<file path="src/rtl/edge_trig_pkg.sv">
// Shared definitions for the edge trigger controller: state encoding
// (also decoded by the register bank for state_o readback) and default widths.
package edge_trig_pkg;

    localparam int CNT_W_DEF  = 16;
    localparam int TCNT_W_DEF = 32;

    localparam logic [2:0] ENC_IDLE    = 3'd0;
    localparam logic [2:0] ENC_PRE     = 3'd1;
    localparam logic [2:0] ENC_ARMED   = 3'd2;
    localparam logic [2:0] ENC_QUAL    = 3'd3;
    localparam logic [2:0] ENC_HOLDOFF = 3'd4;

    typedef enum logic [2:0] {
        IDLE    = ENC_IDLE,
        PRE     = ENC_PRE,
        ARMED   = ENC_ARMED,
        QUAL    = ENC_QUAL,
        HOLDOFF = ENC_HOLDOFF
    } state_t;

endpackage

</file>
<file path="src/rtl/edge_trig_qual.sv">
// Input register and qualification counter. sig_q_o is the event line
// normalised so that 1 means "active level". hit_o is a combinational strobe
// that is high on the cycle whose clock edge completes qual_len active samples.
module edge_trig_qual
    import edge_trig_pkg::*;
#(
    parameter int CNT_W = CNT_W_DEF
) (
    input  logic             clk_i,
    input  logic             rstn_i,
    input  logic             sig_i,
    input  logic             pol_i,
    input  logic [CNT_W-1:0] qual_len_i,
    input  logic             run_i,
    output logic             sig_q_o,
    output logic             hit_o
);

    logic             sig_q;
    logic [CNT_W-1:0] qcnt_q;
    logic [CNT_W-1:0] qcnt_d;
    logic [CNT_W-1:0] qcnt_inc;
    logic [CNT_W-1:0] qual_eff;

    // A programmed length of zero behaves like a single required sample.
    assign qual_eff = (qual_len_i == '0) ? CNT_W'(1) : qual_len_i;
    assign qcnt_inc = qcnt_q + CNT_W'(1);
    assign hit_o    = run_i && sig_q && (qcnt_inc == qual_eff);
    assign sig_q_o  = sig_q;

    // Register the event line once, folding in polarity so 1 = active.
    always_ff @(posedge clk_i) begin
        if (!rstn_i) begin
            sig_q <= 1'b0;
        end else begin
            sig_q <= sig_i ^ pol_i ^ 1'b1;
        end
    end

    // Count consecutive active samples; any gap, a hit or leaving ARMED/QUAL restarts at zero.
    always_comb begin
        qcnt_d = '0;
        if (run_i && sig_q && !hit_o) begin
            qcnt_d = qcnt_inc;
        end
    end

    // Qualification counter register.
    always_ff @(posedge clk_i) begin
        if (!rstn_i) begin
            qcnt_q <= '0;
        end else begin
            qcnt_q <= qcnt_d;
        end
    end

endmodule

</file>
<file path="src/rtl/edge_trig_ctrl.sv">
// Re-armable qualified edge trigger: arm, wait for the inactive level, qualify
// a run of active samples, pulse trig_o, then holdoff/re-arm or stop.
module edge_trig_ctrl
    import edge_trig_pkg::*;
#(
    parameter int CNT_W  = CNT_W_DEF,
    parameter int TCNT_W = TCNT_W_DEF
) (
    input  logic              clk_i,
    input  logic              rstn_i,
    input  logic              sig_i,
    input  logic              pol_i,
    input  logic [CNT_W-1:0]  qual_len_i,
    input  logic [CNT_W-1:0]  holdoff_i,
    input  logic              mode_i,
    input  logic              arm_i,
    input  logic              disarm_i,
    input  logic              clr_cnt_i,
    output logic              trig_o,
    output logic              armed_o,
    output logic [2:0]        state_o,
    output logic [TCNT_W-1:0] trig_cnt_o
);

    state_t            state_q;
    state_t            state_d;
    logic [CNT_W-1:0]  qual_q;
    logic [CNT_W-1:0]  hold_q;
    logic              mode_q;
    logic [CNT_W-1:0]  hcnt_q;
    logic [CNT_W-1:0]  hcnt_d;
    logic [CNT_W-1:0]  hcnt_inc;
    logic              trig_q;
    logic              trig_d;
    logic [TCNT_W-1:0] tcnt_q;
    logic [TCNT_W-1:0] tcnt_d;
    logic [TCNT_W-1:0] tcnt_base;
    logic              cfg_load;
    logic              run;
    logic              sig_q;
    logic              hit;

    // Qualification only runs while looking for a trigger and not being disarmed.
    assign run      = ((state_q == ARMED) || (state_q == QUAL)) && !disarm_i;
    assign hcnt_inc = hcnt_q + CNT_W'(1);

    edge_trig_qual #(
        .CNT_W (CNT_W)
    ) u_qual (
        .clk_i      (clk_i),
        .rstn_i     (rstn_i),
        .sig_i      (sig_i),
        .pol_i      (pol_i),
        .qual_len_i (qual_q),
        .run_i      (run),
        .sig_q_o    (sig_q),
        .hit_o      (hit)
    );

    // Next-state logic; disarm overrides everything, arm only matters in IDLE.
    always_comb begin
        state_d  = state_q;
        hcnt_d   = '0;
        trig_d   = 1'b0;
        cfg_load = 1'b0;
        if (disarm_i) begin
            state_d = IDLE;
        end else begin
            case (state_q)
                IDLE: begin
                    if (arm_i) begin
                        state_d  = PRE;
                        cfg_load = 1'b1;
                    end
                end
                PRE: begin
                    if (!sig_q) begin
                        state_d = ARMED;
                    end
                end
                ARMED, QUAL: begin
                    if (hit) begin
                        trig_d = 1'b1;
                        if (!mode_q) begin
                            state_d = IDLE;
                        end else if (hold_q != '0) begin
                            state_d = HOLDOFF;
                        end else begin
                            state_d = PRE;
                        end
                    end else if (sig_q) begin
                        state_d = QUAL;
                    end else begin
                        state_d = ARMED;
                    end
                end
                HOLDOFF: begin
                    if (hcnt_inc == hold_q) begin
                        state_d = PRE;
                    end else begin
                        hcnt_d = hcnt_inc;
                    end
                end
                default: begin
                    state_d = IDLE;
                end
            endcase
        end
    end

    // Trigger event counter: clear first, then a same-edge trigger still counts; saturates.
    always_comb begin
        tcnt_base = clr_cnt_i ? '0 : tcnt_q;
        tcnt_d    = tcnt_base;
        if (trig_d && !(&tcnt_base)) begin
            tcnt_d = tcnt_base + TCNT_W'(1);
        end
    end

    // State, holdoff counter, trigger pulse and event counter registers.
    always_ff @(posedge clk_i) begin
        if (!rstn_i) begin
            state_q <= IDLE;
            hcnt_q  <= '0;
            trig_q  <= 1'b0;
            tcnt_q  <= '0;
        end else begin
            state_q <= state_d;
            hcnt_q  <= hcnt_d;
            trig_q  <= trig_d;
            tcnt_q  <= tcnt_d;
        end
    end

    // Configuration snapshot taken only when an arm request is accepted.
    always_ff @(posedge clk_i) begin
        if (!rstn_i) begin
            qual_q <= '0;
            hold_q <= '0;
            mode_q <= 1'b0;
        end else if (cfg_load) begin
            qual_q <= qual_len_i;
            hold_q <= holdoff_i;
            mode_q <= mode_i;
        end
    end

    assign trig_o     = trig_q;
    assign armed_o    = (state_q != IDLE);
    assign state_o    = state_q;
    assign trig_cnt_o = tcnt_q;

endmodule

</file>
<file path="config.mk">
export PLATFORM = sky130hd
export DESIGN_NAME = edge_trig_ctrl
export DESIGN_NICKNAME = d
export VERILOG_FILES = /design/src/rtl/edge_trig_pkg.sv /design/src/rtl/edge_trig_qual.sv /design/src/rtl/edge_trig_ctrl.sv
export SDC_FILE = /design/constraint.sdc
export NUM_CORES = 1
export LEC_CHECK = 0
export ABC_AREA = 1
export BUFFER_PORTS_ARGS = -buffer_cell sky130_fd_sc_hd__buf_2
export CORE_MARGIN = 4
export CORE_UTILIZATION = 35
export DETAILED_ROUTE_END_ITERATION = 7
export PLACE_DENSITY_LB_ADDON = 0.08
export RECOVER_POWER = 50
export SLEW_MARGIN = 0
export SYNTH_ARGS = -nofsm -noshare
export SYNTH_HDL_FRONTEND = slang
export SYNTH_SLANG_ARGS = --single-unit
export TNS_END_PERCENT = 10
</file>
<file path="constraint.sdc">
create_clock -name clk_i -period 3.2 [get_ports clk_i]
set_input_delay 0.64 -clock clk_i [delete_from_list [all_inputs] [get_ports clk_i]]
set_output_delay 0.64 -clock clk_i [all_outputs]
set_load 0.03 [all_outputs]
</file>
==> results by group <==
Run status
  • Outcome: finished with violations
  • Failing checks: capacitance limit, slew limit

Job
  • Max Cap Viol: 1

Clocking
  • H-tree levels: 3
  • Max clock buf depth: 2
  • Clock Sinks: 102
  • CTS tree: done
  • CTS resizes: 0
  • Cts hold-fix bufs: 0
  • CTS buffer count: 9
  • Worst-path clk slew: 70 ps
  • Root buffer cell: clkbuf_16
  • Post CTS Setup Buffer Count: 0
  • Clk_lat worst skew: 350 ps

Critical path
  • Worst Setup SP: u_qual.qcnt_q[0]
  • Worst setup path endpoint: trig_cnt_o[24]
  • Setup CP Type: flop to flop
  • Arr. time, crit path: 3050 ps
  • Critical Path RT: 3460 ps
  • R2r setup slk: 410 ps
  • Reg-to-reg endpoint: trig_cnt_o[24]
  • Reg2Reg Depth: 13
  • Max FO, Critical Path: 33
  • Worst setup EP type: flop
  • R2R Path Start: u_qual.qcnt_q[0]
  • Startpoint Class: flop

Global route
  • Largest net degree at the start of global routing: 52
  • First-pass GRT wire length: 26.57 mm
  • Vias in the first global route: 5380
  • GRT overflow: 0
  • GR Util All Layers: 17.91%
  • Initial antenna violation count: 0

STA
  • Worst-Margin Slew: 1554 ps
  • RSZ-0062 raised after global routing: no
  • Final setup fails: 0
  • Rel. slew slack: -3.591%
  • Fmax: 358.0 MHz
  • Fin Setup TNS: 0 ps
  • Pins Over Slew Limit: 34
  • Final Hold Viols: 0
  • Tmin final: 2794 ps
  • Fin crit share: 87.30%
  • Setup WS post-layout: 406.3 ps
  • WHS: 485.8 ps
  • Max Clock Skew: 9.382 ps

Die
  • Chip width: 137.0 um
  • Die ar.: 0.01878 mm2
  • Die height: 137.0 um
  • FP Rows: 46
  • Starting density of the core: 36.16%
  • Core Region: 0.01612 mm2
  • # IOs: 77

Finish
  • Fin area: 0.006663 mm2
  • Area growth syn-to-layout: 14.32%
  • Total Nets Final: 1017
  • Antenna cells: 0
  • Share of cells above drive strength 1: 8.580%
  • Fill cell count: 1790

Yosys
  • Synth Area in Compound Gates: 9.575%
  • Seq/Total Area, Yosys: 35.04%
  • Post-Synthesis Cells: 905
  • Post-Synth Adder-Cell Area: 0.6441%
  • Netlist Area Pre-Place: 0.005828 mm2
  • Synth Area in Simple Gates: 38.17%
  • XOR/XNOR share of the synthesized area: 6.720%
  • Number of library cell types mapped by synthesis: 34
  • Yosys warning count: 0
  • Post-Syn Nets: 948
  • Post-Syn Area per Cell: 6.440 um2
  • Synthesized flop and latch total: 102
  • Largest family of logic cells by synthesized area: simple AND/OR/NAND/NOR gates
  • Mux cell area share after synthesis: 0%
  • EDFF count, synth: 0
  • Top FF cell, synth: dfxtp_1
  • Post-synth ARST share: 0%

Routing
  • DRC violations left: 0
  • Routed wire per std cell: 13.65 um
  • Routed Antenna Nets: 0
  • Post-Route WL: 16.31 mm
  • Via-to-Cell Ratio: 4.736
  • DR iter-0 viols: 291
  • Vias: 5659
  • Pre-antenna DRT Iters: 5

Placement
  • PortBufs: 76
  • RePlAce Congestion: 0.8552
  • Pre-CTS setup slack: 152.5 ps
  • Area post-placement: 0.006416 mm2
  • Dpl hpwl: 12.54 mm

Pwr
  • Switching power: 0.6469 mW
  • Total Power: 2.657 mW
  • P_leak: 2.696 nW
  • Combinational share of power: 7.6%
  • Part of the power in registers: 49.9%
  • Pint: 2.010 mW
  • Switching Fraction: 24.35%
  • Clock Power Share: 42.5%
  • Max VDD drop: 356.4 uV
  • Power density over cell area: 398.8 mW/mm2

Worst hold path
  • Worst hold path class: flop to flop
## state kept, by name (all words and copies together) (netlist names)
name,cells
hcnt_q,16
hold_q,16
mode_q,1
qual_q,16
state_o,3
trig_cnt_o,32
trig_o,1
u_qual.qcnt_q,16
u_qual.sig_q_o,1
## kinds of logic after synthesis
family | after synthesis
AO/OA/AOI/OAI | 109
AND/OR/NAND/NOR | 507
XOR/XNOR | 43
adder cells (fa/ha/maj) | 3
buffers and inverters | 141
flip-flops | 102
## worst min-delay path by stage
stage	startpoint	endpoint	depth (start not counted)
after floorplan	hcnt_q[0]	hcnt_q[0]	1
after global placement	u_qual.qcnt_q[0]	u_qual.qcnt_q[0]	1
after detailed placement	hcnt_q[0]	hcnt_q[0]	1
after CTS	hold_q[9]	hold_q[9]	2
after global routing	qual_len_i[15]	qual_q[15]	3
final	u_qual.qcnt_q[0]	u_qual.qcnt_q[0]	1
## metrics by stage
stage,utilization [%],std cells
floorplan,-,905
global placement,39.81,1179
detailed placement,39.81,1179
global route,41.34,1195
CTS,41.68,1195
finish,41.34,1195
## power by group through the flow
stage | clock network [mW] | logic (mW) | registers [mW]
finish | 1.13 | 0.202 | 1.33
global route | 1.23 | 0.236 | 1.33
CTS | 1.17 | 0.208 | 1.33
detailed placement | 0 | 0.207 | 1.36
global placement | 0 | 0.208 | 1.36
floorplan | 0 | 0.137 | 1.35
## synthesized netlist by cell type, types with 8 or more instances
cell type	count	share of area, %
nand2_1	209	13
nor2_1	145	9.3
inv_1	109	7.0
dfxtp_1	102	35
nand3_1	77	6.6
a21oi_1	66	5.7
xor2_1	37	5.6
o21ai_0	36	3.1
clkbuf_1	17	1.1
nand4_1	17	1.8
nor3_1	15	1.3
nor4_1	10	1.1
nand3b_1	8	1.0
nor2_2	8	0.86
## worst max-delay path, cell delays in order (launching register included)
cell and delay (ps):
dfxtp_1 400, ha_1 240, nand3_1 150, nor2_2 200, nand2_1 100, nand3_1 90
nand3_1 80, nor2_1 110, nand3_1 120, nor2_1 240, and3_1 270, buf_4 370
nand3_1 120, a21oi_1 170
## layout make-up
| cell class | instances | area [um2] | share of cell area [%] |
|---|---|---|---|
| Multi-Input combinational cell | 662 | 3212 | 48.21 |
| Sequential cell | 102 | 2042 | 30.65 |
| Inverter | 113 | 424.2 | 6.366 |
| Timing Repair Buffer | 86 | 414.1 | 6.216 |
| Tap cell | 216 | 270.3 | 4.056 |
| Clock buffer | 11 | 242.7 | 3.643 |
| Clock inverter | 5 | 57.56 | 0.8638 |
## metal layers
layer / track usage [%] / up-vias / wire, um
met3: 4.044 / 21 / 664
met5: 0 / - / 0
met1: 23.48 / 2499 / 8004
met2: 29.56 / 115 / 7332
li1: - / 3024 / -
met4: 5.044 / 0 / 312
## placed cells by master, fill, tap and decap left out, drive strengths merged, types with 5 or more instances in the layout
master / synthesis / routed
a21oi: 66 / 66
buf: 11 / 47
clkbuf: 17 / 50
clkinv: 2 / 5
dfxtp: 102 / 102
inv: 111 / 112
nand2: 211 / 211
nand3: 77 / 77
nand3b: 9 / 9
nand4: 18 / 18
nor2: 156 / 156
nor3: 17 / 17
nor4: 10 / 10
o21ai: 38 / 38
xnor2: 5 / 5
xor2: 37 / 37
Note: power is estimated with default switching activity, not from simulation.
